`config.mk`:
```
export PLATFORM = sky130hd
export DESIGN_NAME = piso_tx
export DESIGN_NICKNAME = d
export VERILOG_FILES = /design/src/rtl/piso_tx.sv
export SDC_FILE = /design/constraint.sdc
export NUM_CORES = 1
export LEC_CHECK = 0
export CORE_MARGIN = 2
export CORE_UTILIZATION = 45
export CTS_CLUSTER_DIAMETER = 100
export DETAILED_ROUTE_END_ITERATION = 16
export PLACE_DENSITY_LB_ADDON = 0.2
export SLEW_MARGIN = 15
export SYNTH_ARGS = -nofsm -noshare
export SYNTH_HDL_FRONTEND = slang
export SYNTH_SLANG_ARGS = --single-unit
export TNS_END_PERCENT = 5
```
`constraint.sdc`:
```
create_clock -name clk -period 1.8 [get_ports clk]
set_clock_uncertainty 0.2 [all_clocks]
set_input_delay 0.36 -clock clk [delete_from_list [all_inputs] [get_ports clk]]
set_output_delay 0.36 -clock clk [all_outputs]
set_load 0.01 [all_outputs]
```
`src/rtl/piso_tx.sv`:
```
// ---------------------------------------------------------------------------
// piso_tx -- parallel-in serial-out transmitter with a one-word holding buffer
//
// Takes WIDTH-bit words over a valid/ready load handshake and sends them one
// bit per clock on q_out. A one-word holding register lets the next word be
// accepted while the current one is still shifting, so words stream with no
// gap cycles.
//
// Handshake: a word transfers on a rising clk edge where load_valid and
// load_ready are both high. load_ready depends only on registered state
// (holding buffer empty); there is no path from load_valid to load_ready.
// din is sampled only on that transfer edge.
//
// Parameters:
//   WIDTH      bits per word (2 or more)
//   MSB_FIRST  1: bit WIDTH-1 is sent first; 0: bit 0 is sent first
//
// Ports:
//   clk         in   clock, all state changes on the rising edge
//   rst_n       in   asynchronous active-low reset
//   din         in   parallel word to send
//   load_valid  in   din holds a word to send
//   load_ready  out  holding buffer empty, a word can be accepted
//   q_out       out  serial data bit (registered)
//   frame       out  q_out carries a valid data bit (registered)
//   last        out  q_out carries the final bit of a word (registered)
// ---------------------------------------------------------------------------
module piso_tx #(
  parameter int WIDTH     = 8,
  parameter bit MSB_FIRST = 1'b1
) (
  input  logic             clk,
  input  logic             rst_n,
  input  logic [WIDTH-1:0] din,
  input  logic             load_valid,
  output logic             load_ready,
  output logic             q_out,
  output logic             frame,
  output logic             last
);

  localparam int              CW       = (WIDTH > 2) ? $clog2(WIDTH) : 1;
  localparam logic [CW-1:0]   CNT_LAST = CW'(WIDTH - 1);

  typedef enum logic {
    IDLE  = 1'b0,
    SHIFT = 1'b1
  } state_t;

  state_t           state;
  state_t           state_nxt;
  logic [WIDTH-1:0] sh;
  logic [WIDTH-1:0] sh_nxt;
  logic [WIDTH-1:0] hold;
  logic [WIDTH-1:0] hold_nxt;
  logic             hold_full;
  logic             hold_full_nxt;
  logic [CW-1:0]    cnt;
  logic [CW-1:0]    cnt_nxt;
  logic             q_nxt;
  logic             frame_nxt;
  logic             last_nxt;
  logic             xfer;
  logic             at_last;

  // Move the shift register one position toward the output end.
  function automatic logic [WIDTH-1:0] shift_one(input logic [WIDTH-1:0] v);
    logic [WIDTH-1:0] r;
    if (MSB_FIRST) r = {v[WIDTH-2:0], 1'b0};
    else           r = {1'b0, v[WIDTH-1:1]};
    return r;
  endfunction

  // Bit of the shift register that is presented on q_out.
  function automatic logic out_bit(input logic [WIDTH-1:0] v);
    logic r;
    if (MSB_FIRST) r = v[WIDTH-1];
    else           r = v[0];
    return r;
  endfunction

  assign load_ready = ~hold_full;
  assign xfer       = load_valid & ~hold_full;
  assign at_last    = (cnt == CNT_LAST);

  // -------------------------------------------------------------------------
  // Next-state logic. The outputs are computed from the next-state values so
  // that q_out/frame/last are true registers yet line up with the state they
  // describe (first bit appears right after the transfer edge).
  // -------------------------------------------------------------------------
  always_comb begin
    state_nxt     = state;
    sh_nxt        = sh;
    hold_nxt      = hold;
    hold_full_nxt = hold_full;
    cnt_nxt       = cnt;

    case (state)
      IDLE: begin
        if (xfer) begin
          sh_nxt    = din;
          cnt_nxt   = '0;
          state_nxt = SHIFT;
        end
      end

      SHIFT: begin
        if (at_last) begin
          // End of a word. A held word has priority; hold_full implies
          // load_ready is low, so xfer cannot also be true here.
          cnt_nxt = '0;
          if (hold_full) begin
            sh_nxt        = hold;
            hold_full_nxt = 1'b0;
          end else if (xfer) begin
            // Seamless load straight into the shifter, bypassing hold.
            sh_nxt = din;
          end else begin
            sh_nxt    = '0;
            state_nxt = IDLE;
          end
        end else begin
          cnt_nxt = cnt + 1'b1;
          sh_nxt  = shift_one(sh);
          if (xfer) begin
            hold_nxt      = din;
            hold_full_nxt = 1'b1;
          end
        end
      end

      default: begin
        state_nxt = IDLE;
      end
    endcase

    frame_nxt = (state_nxt == SHIFT);
    q_nxt     = frame_nxt & out_bit(sh_nxt);
    last_nxt  = frame_nxt & (cnt_nxt == CNT_LAST);
  end

  // -------------------------------------------------------------------------
  // State and output registers. Reset discards both the in-flight and the
  // held word and clears the outputs without waiting for a clock edge.
  // -------------------------------------------------------------------------
  always_ff @(posedge clk or negedge rst_n) begin
    if (!rst_n) begin
      state     <= IDLE;
      sh        <= '0;
      hold      <= '0;
      hold_full <= 1'b0;
      cnt       <= '0;
      q_out     <= 1'b0;
      frame     <= 1'b0;
      last      <= 1'b0;
    end else begin
      state     <= state_nxt;
      sh        <= sh_nxt;
      hold      <= hold_nxt;
      hold_full <= hold_full_nxt;
      cnt       <= cnt_nxt;
      q_out     <= q_nxt;
      frame     <= frame_nxt;
      last      <= last_nxt;
    end
  end

endmodule

```
==> impl_results.md <==
- Sequential share of the synthesized area: 0.537
- GP Congestion: about 0.86
- Core area: 2230 um2
- Fmax: between 500 and 600 MHz
- Width of the die: around 53 um
- Rows: 17
- Fin. max-slew vios: 0
- Antenna Diode Count: 0
- Initial core utilization: 0.480
- Required time worst endpoint: about 1.8 ns
- P per Cell Area: 1520 nW/um2
- Max Buffers Root-to-Sink: 2
- Worst setup EP type: flop
- Unique masters post-synth: 30
- Synth warn: 0
- Status: finished with violations
- Initial DRC Count: 35
- Grt ovf: 0
- Slew @ Worst Pin: 0.290 ns
- Routed via count: 835
- DP Cell Count: around 140
- LEAKAGE: between 0.0006 and 0.0007 uW
- Slew HR: 0.807
- Die Ht: 52.8 um
- CP cell instances: ha_2 -> ha_4 -> nand2b_4 -> nor2_4 -> buf_12 -> mux2_2
- Adder-cell share of the synthesized area: 0.0234
- Pin count of the biggest net entering global routing: 24
- Complex-gate fraction of the synthesized area: 0.166
- Failing checks: setup timing
- Leading cell types in the layout, fill and taps excluded: 22 x dfrtp_1, 15 x buf_4, 12 x clkdlybuf4s50_1
- RSZ-0062 raised after global routing: true
- Hold Buf Count CTS: 0
- Simple-gate area share of the yosys netlist: 0.140
- Final Hold Fails: 0
- CTS tree: built
- Crit path largest cell delay: between 0.4 and 0.5 ns
- Layout Cells excl Fill: ~150
- Area post-placement: about 1300 um2
- Crit path max fanout: 8
- Xor/xnor share of the synthesized area: 0
- Die area: approximately 2800 um2
- Final Cycle Share: 1.01
- Total GRT Usage: 0.198
- Hpwl dp: between 1500 and 2000 um
- H-tree Lvls: 1
- Remaining DRCs: 0
- Clk_lat worst skew: 0.32 ns
- Drt via density: about 5.6
- DP Worst Slack: -0.189 ns
- Startpoint types: flop
- Fillcell total: roughly 180
- Total clock sinks: 23
- Cell count after synthesis: 90
- Syn nets: 103
- Yosys reg bits: 23
- PnR worst setup slack: -0.0156 ns
- Clk root buf: clkbuf_4
- Hold WS: around 0.18 ns
- DRT antenna net count: 0
- Mean Syn Cell Area: between 10 and 15 um2
- Initial antenna violation count: 0
- Fin area: around 1400 um2
- Commonest non-fill, non-tap cell in the layout: dfrtp_1
- DRT Pass-1 Iters: 4
- Clock transition at path regs: approximately 0.12 ns
- Drt wl/cell: ~16 um
- Final setup vio count: 5
- Drt total wl: roughly 2400 um
- Mapped Area: approximately 1100 um2
- Critical Path AT: 1.83 ns
- Largest family of logic cells by synthesized area: compound AO/OA/AOI/OAI gates
- Setup Crit Path Kind: flop to flop
- Hold WC Path Type: input pin to async pin
- Slowest-stage cell, CP: dfrtp_1
- PortBufs: 14
- Vias in the first global route: between 800 and 900
- I/O pins: 15
- Max Cap Viol: 0
- Min Clock Period, post-route: 1.82 ns
- Share of post-route cells with drive strength above 1: 0.283
- Synthesis-to-finish area growth: 32.6%
- Maximum vdd drop: approximately 0.8 mV
- Cts bufs inserted: 3
- Post-synthesis mux area share: 0.103
- First-pass GRT wire length: between 3000 and 4000 um
- Nets: around 130
==> stage by stage <==
| stage | total power [uW] | TNS (ns) | util |
|---|---|---|---|
| 2_1_floorplan | 1440 | -0.00921 | - |
| 3_3_place_gp | 1760 | -1.91 | 0.595 |
| 3_5_place_dp | 1810 | -2.33 | 0.595 |
| 4_1_cts | 2150 | -0.0176 | 0.634 |
| 5_1_grt | 2320 | -0.342 | 0.636 |
| 6_report | 2160 | -0.0662 | 0.636 |
==> path summary, 6_finish.rpt <==
check	start	end	slack, ns	depth (start not counted)
setup / recovery	cnt[0]	hold[4]	-0.02	6
hold / removal	rst_n	cnt[2]	0.18	2
setup reg to reg	cnt[0]	hold[4]	-0.02	6
hold reg to reg	hold[4]	hold[4]	0.32	1
max in group asynchronous	rst_n	state	0.97	2
min in group clk	hold[4]	hold[4]	0.32	1
==> logic make-up (layout without fill, tap and decap cells) <==
kind of cell	Yosys count	after routing
fa+ha+maj	2	2
compound gates	23	23
simple gates	26	26
flops	23	23
mux	10	10
buf+inv	6	36
==> synthesized netlist by cell type <==
cell / instances / area (um2)
a221o_1: 4 / 40.0
nand3_1: 3 / 15.0
nand2b_2: 1 / 8.76
buf_6: 1 / 11.3
o21ai_0: 6 / 30.0
ha_1: 2 / 25.0
dfrtp_1: 23 / 576
and3b_1: 1 / 8.76
a2bb2oi_1: 1 / 8.76
or2_1: 1 / 6.26
nand2b_4: 1 / 13.8
a32o_1: 5 / 50.1
nor2_2: 1 / 6.26
a21o_1: 1 / 7.51
nor2b_1: 3 / 18.8
a211oi_1: 1 / 7.51
mux2i_1: 2 / 20.0
mux2_2: 8 / 90.1
nand2_1: 6 / 22.5
nor2_1: 2 / 7.51
nor3_1: 2 / 10.0
a21oi_1: 2 / 10.0
and2_1: 1 / 6.26
clkbuf_1: 1 / 3.75
buf_2: 2 / 10.0
and2b_1: 1 / 7.51
a31o_1: 1 / 8.76
o211ai_1: 2 / 15.0
and3_1: 3 / 18.8
inv_1: 2 / 7.51
==> state kept, by name, indices dropped and copies added, names as in the netlist <==
register,flops
hold,8
sh,8
cnt,3
hold_full,1
last,1
q_out,1
state,1
==> where the power goes <==
group | leakage [uW] | switching [uW] | total (uW) | internal, uW
Combinational | 0.000348 | 452 | 1060 | 604
Clock | 0.0000150 | 157 | 244 | 86.8
Sequential | 0.000282 | 122 | 860 | 738
Total | 0.000645 | 732 | 2160 | 1430
==> area by class of cell <==
| type | instances | area, um2 | area share |
|---|---|---|---|
| clock buffers | 4 | 26.3 | 0.0185 |
| inverters | 2 | 7.51 | 0.00529 |
| flip-flops and latches | 23 | 577 | 0.406 |
| multi-input cells | 61 | 504 | 0.355 |
| repair buffers | 30 | 270 | 0.190 |
| well taps | 28 | 35.0 | 0.0247 |
==> critical path, delay by kind of cell (launching register included) <==
| kind | cells | cell delay, ns |
|---|---|---|
| mux | 1 | 0.33 |
| simple gates | 2 | 0.25 |
| buf+inv | 1 | 0.13 |
| fa+ha+maj | 2 | 0.38 |
| flops | 1 | 0.42 |
==> routing by layer <==
layer,share of wire,GRT usage,routed length (um)
met1,0.46,0.245,1100
met2,0.49,0.331,1160
met3,0.038,0.0429,91
met4,0.012,0.0812,29
met5,0,0,0
==> what timing repair did <==
| item | CTS | global route |
|---|---|---|
| setup endpoints to repair | 16 | 9 |
| resized for setup | 10 | 1 |
| pin swaps | 3 | 1 |
| buffers inserted | 3 | 0 |
| hold endpoints to repair | 0 | 0 |
Note: power is estimated with default switching activity, not from simulation.
